**config.mk**
```make
export PLATFORM = sky130hd
export DESIGN_NAME = mem_byte_responder
export DESIGN_NICKNAME = d
export VERILOG_FILES = /design/src/rtl/mem_byte_responder.sv
export SDC_FILE = /design/constraint.sdc
export NUM_CORES = 2
export LEC_CHECK = 0
export BUFFER_PORTS_ARGS = -buffer_cell sky130_fd_sc_hd__buf_2
export CAP_MARGIN = 20
export CORE_ASPECT_RATIO = 1.5
export CORE_UTILIZATION = 55
export CTS_CLUSTER_DIAMETER = 150
export DETAILED_ROUTE_END_ITERATION = 10
export PLACE_DENSITY = 0.77
export SYNTH_ARGS = -nofsm -noshare
export SYNTH_HDL_FRONTEND = slang
export SYNTH_SLANG_ARGS = --single-unit
export TNS_END_PERCENT = 30
```
**constraint.sdc**
```tcl
create_clock -name clk -period 17.4 [get_ports clk]
set_input_delay 1.74 -clock clk [delete_from_list [all_inputs] [get_ports clk]]
set_output_delay 1.74 -clock clk [all_outputs]
set_load 0.02 [all_outputs]
```
**src/rtl/mem_byte_responder.sv**
```systemverilog
// mem_byte_responder: memory-side responder for a byte-masked 16-bit memory interface.
// Holds a word-organised storage array; every read or write request is acknowledged with a
// one-cycle mem_resp exactly LATENCY cycles after the request is sampled in IDLE.
//
// Ports:
//   clk             - single clock, rising edge
//   reset           - asynchronous, active-high
//   mem_read        - read request, held until mem_resp
//   mem_write       - write request, held until mem_resp (wins over mem_read)
//   mem_address     - byte address; word index is mem_address[ADDR_BITS:1]
//   mem_wdata       - write data
//   mem_byte_enable - bit1 enables [15:8], bit0 enables [7:0] (writes only)
//   mem_rdata       - read data, updated only when a read enters RESP
//   mem_resp        - one-cycle completion pulse
module mem_byte_responder #(
  parameter int unsigned LATENCY   = 2,
  parameter int unsigned ADDR_BITS = 8
) (
  input  logic        clk,
  input  logic        reset,
  input  logic        mem_read,
  input  logic        mem_write,
  input  logic [15:0] mem_address,
  input  logic [15:0] mem_wdata,
  input  logic [1:0]  mem_byte_enable,
  output logic [15:0] mem_rdata,
  output logic        mem_resp
);

  localparam logic [1:0] ST_IDLE = 2'd0;
  localparam logic [1:0] ST_WAIT = 2'd1;
  localparam logic [1:0] ST_RESP = 2'd2;

  localparam logic [3:0] CNT_INIT = 4'(LATENCY - 1);

  logic [1:0]           r_state;
  logic [3:0]           r_count;
  logic [ADDR_BITS-1:0] r_addr;
  logic [15:0]          r_wdata;
  logic [1:0]           r_mask;
  logic                 r_is_write;
  logic [15:0]          r_rdata;
  logic [15:0]          r_mem [2**ADDR_BITS];

  logic [1:0]           w_state_d;
  logic [3:0]           w_count_d;
  logic                 w_capture;
  logic                 w_enter_resp;
  logic                 w_cur_write;
  logic [ADDR_BITS-1:0] w_cur_addr;
  logic [15:0]          w_cur_wdata;
  logic [1:0]           w_cur_mask;

  // Address bit 0 and bits above the array size are deliberately ignored (aliasing).
  logic w_unused;
  assign w_unused = ^{mem_address[15:ADDR_BITS+1], mem_address[0]};

  always_comb begin
    w_state_d = r_state;
    w_count_d = r_count;
    w_capture = 1'b0;
    case (r_state)
      ST_IDLE: begin
        if (mem_write || mem_read) begin
          w_capture = 1'b1;
          if (LATENCY == 1) begin
            w_state_d = ST_RESP;
          end else begin
            w_state_d = ST_WAIT;
            w_count_d = CNT_INIT;
          end
        end
      end
      ST_WAIT: begin
        // Leaving WAIT on the edge where the counter decrements to zero puts RESP in cycle
        // LATENCY counted from the IDLE sampling cycle.
        if (r_count <= 4'd1) begin
          w_state_d = ST_RESP;
          w_count_d = 4'd0;
        end else begin
          w_count_d = r_count - 4'd1;
        end
      end
      ST_RESP: w_state_d = ST_IDLE;
      default: w_state_d = ST_IDLE;
    endcase
  end

  assign w_enter_resp = (w_state_d == ST_RESP) && (r_state != ST_RESP);

  // With LATENCY=1 the capture and commit happen on the same edge, so the live inputs are used.
  assign w_cur_write = (r_state == ST_IDLE) ? mem_write                     : r_is_write;
  assign w_cur_addr  = (r_state == ST_IDLE) ? mem_address[ADDR_BITS:1]      : r_addr;
  assign w_cur_wdata = (r_state == ST_IDLE) ? mem_wdata                     : r_wdata;
  assign w_cur_mask  = (r_state == ST_IDLE) ? mem_byte_enable               : r_mask;

  always_ff @(posedge clk or posedge reset) begin
    if (reset) begin
      r_state    <= ST_IDLE;
      r_count    <= 4'd0;
      r_addr     <= '0;
      r_wdata    <= 16'h0000;
      r_mask     <= 2'b00;
      r_is_write <= 1'b0;
      r_rdata    <= 16'h0000;
    end else begin
      r_state <= w_state_d;
      r_count <= w_count_d;
      if (w_capture) begin
        r_addr     <= mem_address[ADDR_BITS:1];
        r_wdata    <= mem_wdata;
        r_mask     <= mem_byte_enable;
        r_is_write <= mem_write;
      end
      if (w_enter_resp && !w_cur_write) begin
        r_rdata <= r_mem[w_cur_addr];
      end
    end
  end

  // Storage is never cleared; a reset during the commit edge suppresses the write.
  always_ff @(posedge clk) begin
    if (w_enter_resp && w_cur_write && !reset) begin
      if (w_cur_mask[1]) r_mem[w_cur_addr][15:8] <= w_cur_wdata[15:8];
      if (w_cur_mask[0]) r_mem[w_cur_addr][7:0]  <= w_cur_wdata[7:0];
    end
  end

  assign mem_rdata = r_rdata;
  assign mem_resp  = (r_state == ST_RESP);

endmodule

```
## Yosys cells after proc, flatten, opt, wreduce, memory -nomap -nowiden

Memory sizes are Yosys's and may differ from the RTL's. A register that Yosys moved wholly into a read port is not among the register bits.
Index checks and enable logic that the tools add are counted.

- Flip-flop bits (word level): 33
- Memory bits (writable): 4096
- Word-level logic and storage cells: 42
- Memories: 1

Memory list:

| name | words | bits a word | rd ports | clocked after memory_dff | write ports | line | RTL |
|---|---|---|---|---|---|---|---|
| r_mem | 256 | 16 | 1 | 1 | 1 | 43 | `logic [15:0] r_mem [2**ADDR_BITS];` |

- Add/subtract/negate cells: 1
- Magnitude comparators: 1
- Eq/ne operators: 5
- Multiplexer cells: 18
- Reductions and logical operators: 10

Operators by type and width:

| operator | number |
|---|---|
| two-way mux 16 bit | 1 |
| two-way mux 1 bit | 9 |
| two-way mux 4 bit | 2 |
| two-way mux 8 bit | 1 |
| case mux 4 bit (2 select lines) | 1 |
| two-way mux 2 bit | 3 |
| equality test 2 bit (second input constant) | 2 |
| less-or-equal comparator 4 x 1 -> 1 bit (second input constant) | 1 |
| logical AND 1 bit | 4 |
| inequality test 2 bit (second input constant) | 2 |
| case mux 2 bit (2 select lines) | 1 |
| subtractor 4 x 1 -> 4 bit (second input constant) | 1 |
| equality test 2 x 1 -> 1 bit (second input constant) | 1 |
| logical NOT 1 bit | 2 |
| logical NOT 2 bit | 1 |
| AND reduction 2 bit | 1 |
| nonzero test 2 bit | 1 |
| logical OR 1 bit | 1 |

## Logic depth before layout (Yosys ltp)

- Depth in word-level cells: 9
- Mapped depth: 13

## Worst setup path after synthesis

No wires, ideal clock.

- Path type: input port to flip-flop
- From: in mem_wdata[10]
- To: mem r_mem[0][10], data pin
- Setup time: 0.823 ns
- Data arrival time: 4.837 ns
- Required time: 16.577 ns
- Slack: 11.741 ns
- Stages: 2
- Buffers on the path: 0
- Cells stage by stage: nand2_1 nand2_1

- Cells in the longest elaborated chain, start to end: 1

RTL lines:

| element | line | RTL |
|---|---|---|
| start, declared | 24 | `input logic [15:0] mem_wdata,` |
| two-way mux 16 bit | 94 | `assign w_cur_wdata = (r_state == ST_IDLE) ? mem_wdata : r_wdata;` |
| net w_cur_wdata[10] | 51 | `logic [15:0] w_cur_wdata;` |
| end, declared | 43 |  |

The timed path passes the listed nets, and every way through them passes these cells.

## Worst setup path after layout

- From: in mem_address[1]
- To: reg r_rdata[12], in the netlist mem_rdata[12], read port of r_mem

- Cells in the longest elaborated chain, start to end: 1

RTL lines:

| element | line | RTL |
|---|---|---|
| start, declared | 23 | `input logic [15:0] mem_address,` |
| two-way mux 8 bit | 93 | `assign w_cur_addr = (r_state == ST_IDLE) ? mem_address[ADDR_BITS:1] : r_addr;` |
| end, declared | 42 | `logic [15:0] r_rdata;` |

Every way passes these cells.
A chain may end at the register's enable or synchronous reset.

==> results.yml <==
outcome:
  status: "finished clean"
cells_and_area:
  area_growth_pct: 9.361
  final_cell_mix: "edfxtp_1 (4096), a22oi_1 (1664), a21oi_1 (850)"
  design_area_sq_um: 168700
  drive_above_1_share: 0.08492
  n_fill_cell: 18754
  nets: 8827
  layout_commonest_cell: "edfxtp_1"
clocking:
  cts_sinks: 4145
  holdBufCountCts: 0
  cts_buffer_depth: 4
  cts_made_buffers: 350
  clk_pin_slew_ns: 0.07
  post_cts_resized: 0
  cts_setup_buffers: 0
  cts_tree: "yes"
  cts-root-buf: "clkbuf_16"
  cts.htree.levels: 5
  clock_latency_ns: 0.90
synthesis:
  ys_seq_elements: 4145
  yosysTopAreaCellShare: 0.7972
  postSynth.asyncResetShare: 0.01182
  ys_warn_count: 0
  synth_area_per_cell_sq_um: 17.28
  postSynthCellCount: 8930
  ys.flop_type: "edfxtp_1"
  synth_area_leaders: "edfxtp_1 (80%), a22oi_1 (8.1%), a21oi_1 (2.8%)"
  synth_nets: 8970
  synth_edf_count: 4096
  synth_area_sq_um: 154300
  ys_types: 44
  ys_seq_area_frac: 0.8052
  yosys.area.top_type: "edfxtp_1"
floorplan:
  initial_core_util: 0.5541
  dieWidth_microns: 434.4
  io-pin-count: 55
  die_h_microns: 650.7
  core_area_sq_um: 278400
  rows: 237
  fp.dieArea_sq_um: 282700
drt:
  dr_total_vias: 87738
  wirelength_microns: 392000
  drt-wirelength-per-cell_microns: 30.68
  ant_nets: 0
  routed-wl-met3_microns: 37390
  drtIter0Drc: 11910
  drc: 0
  wl_met2_microns: 195100
  wl_met1_microns: 130700
  via_per_inst: 6.866
  route.top_layer_used: "met5"
  drt_pass1_iterations: 8
pwr:
  combPwrFrac: 0.300
  ir_worst_vdd_mv: 0.2592
  p_clk_frac: 0.259
  seq_power_share: 0.441
  p_leak_nw: 49.95
  p_per_area_nw_per_um2: 176.9
  p_sw_frac: 0.3495
  total_power_mw: 29.84
  internal_power_mw: 19.41
  switching_power_mw: 10.43
critical_path:
  critPathSlowestCell: "a41oi_1"
  critPathKind: "input port to flop"
  cp_common_cell: "buf_4"
  slowest_delay_ns: 0.84
  crit_family: "buffers and inverters"
  path_buf_inv: 5
  required_ns: 18.19
  crit_fanout: 151
  worstPathArrival_ns: 7.46
  cp-start-kind: "input port"
  end_kind: "flop"
  cp_cell_sequence: "buf_2 -> or4b_1 -> o21ai_4 -> buf_4 -> buf_4 -> buf_12 -> buf_4 -> a22oi_1 -> a21oi_1 -> o41ai_1 -> a41oi_1 -> nor4_1 -> a21oi_1"
placed_design:
  dp_hpwl_microns: 221300
  placed_cell_area_sq_um: 157600
  gp_congestion: 0.8773
  io_buffers: 46
grt:
  grt_start_max_net_pins: 215
  grt_pass1_vias: 86695
  grt_pass1_wl_microns: 567800
  grtUsageTotal: 0.2717
  antenna_found_initial: 7
  overflow: 0
timing:
  post-route-min-period_ns: 6.674
  fmax_mhz: 149.8
  finalSetupViolations: 0
  rsz0062_at_grt: "no"
  slew_headroom: 0.02637
  slew_violations: 0
  fin_skew_ns: 0.05751
  final_hold_viol_count: 0
  worstMarginPinSlew_ns: 1.460
  totalNegativeSetupSlack_ns: 0
  min_period_over_period: 0.3836
hold_path:
  hold_path.class: "flop to flop"
flow_run:
  maxCapViolCount: 0
==> power groups by stage <==
stage / logic (mW) / clock network (mW) / registers [mW]
global route: 9.40 / 8.11 / 13.2
floorplan: 5.37 / 0 / 14.0
global placement: 8.44 / 0 / 13.3
CTS: 8.82 / 7.74 / 13.1
finish: 8.97 / 7.72 / 13.2
detailed placement: 8.76 / 0 / 13.4
==> synthesized netlist by cell type, types with 3 or more instances <==
cell / n
a221oi_1: 192
inv_1: 7
nor2_1: 536
a41oi_1: 58
dfrtp_1: 49
nand2b_1: 8
o21a_1: 5
a22o_1: 193
o31a_1: 3
a21oi_1: 850
nor3b_1: 5
clkbuf_1: 239
o31ai_1: 5
nand2_1: 102
o221ai_1: 6
o41ai_1: 196
o21ai_0: 52
buf_2: 371
buf_1: 49
o32a_1: 6
or3_1: 17
mux2_2: 26
nand3b_1: 4
o22ai_1: 97
buf_4: 31
a22oi_1: 1664
edfxtp_1: 4096
nand3_1: 5
buf_6: 15
nor4_1: 23
==> cell type report <==
class	count	area [sq um]	share of cell area
Clock inverter	180	1645	0.009752
Timing Repair Buffer	210	1749	0.01037
Clock buffer	452	9467	0.05611
Sequential cell	4145	124200	0.7363
Inverter	7	26.28	0.0001557
Tap cell	3704	4634	0.02747
Antenna cell	8	20.02	0.0001187
Multi-Input combinational cell	4073	26960	0.1598
==> worst paths after layout <==
check                      cells after the start      startpoint  slack [ns]            end
setup / recovery                              13  mem_address[1]       10.73  mem_rdata[12]
hold / removal                                 1   mem_rdata[14]        0.51  mem_rdata[14]
setup reg to reg                              13      r_state[0]       10.95   mem_rdata[1]
hold reg to reg                                1   mem_rdata[14]        0.51  mem_rdata[14]
max in group asynchronous                      3           reset       15.63   mem_rdata[0]
min in group asynchronous                      3           reset        1.18      r_addr[7]
==> metrics by stage <==
| stage | setup slack, ns | hold WS (ns) | cells | util |
|---|---|---|---|---|
| finish | 10.73 | 0.5068 | 12779 | 0.6059 |
| CTS | 10.88 | 0.5068 | 12770 | 0.6058 |
| global placement | 10.03 | 0.4789 | 12133 | 0.5657 |
| global route | 10.58 | 0.5192 | 12772 | 0.6059 |
| detailed placement | 9.958 | 0.4893 | 12138 | 0.5659 |
| floorplan | 11.74 | 0.4804 | 8930 | - |
==> metal layers <==
| layer | up-vias | track usage |
|---|---|---|
| li1 | 36737 | - |
| met1 | 43995 | 0.3256 |
| met2 | 5852 | 0.4520 |
| met3 | 1152 | 0.04764 |
| met4 | 2 | 0.1781 |
| met5 | - | 0 |
==> cell families after synthesis <==
kind of cell / after synthesis / share of synthesized area
DFF: 4145 / 0.8052
adders and majority gates: 2 / 0.0001622
AOI/OAI and AO/OA: 3336 / 0.1525
muxes: 26 / 0.001898
and+or+nand+nor: 709 / 0.01849
buffers and inverters: 712 / 0.02182
==> flip-flops by register name (all words and copies together) (netlist names) <==
signal,count
mem_rdata,16
r_addr,8
r_count,4
r_is_write,1
r_mask,2
r_mem,4096
r_state,2
r_wdata,16
Power figures use the tool's default switching activity.
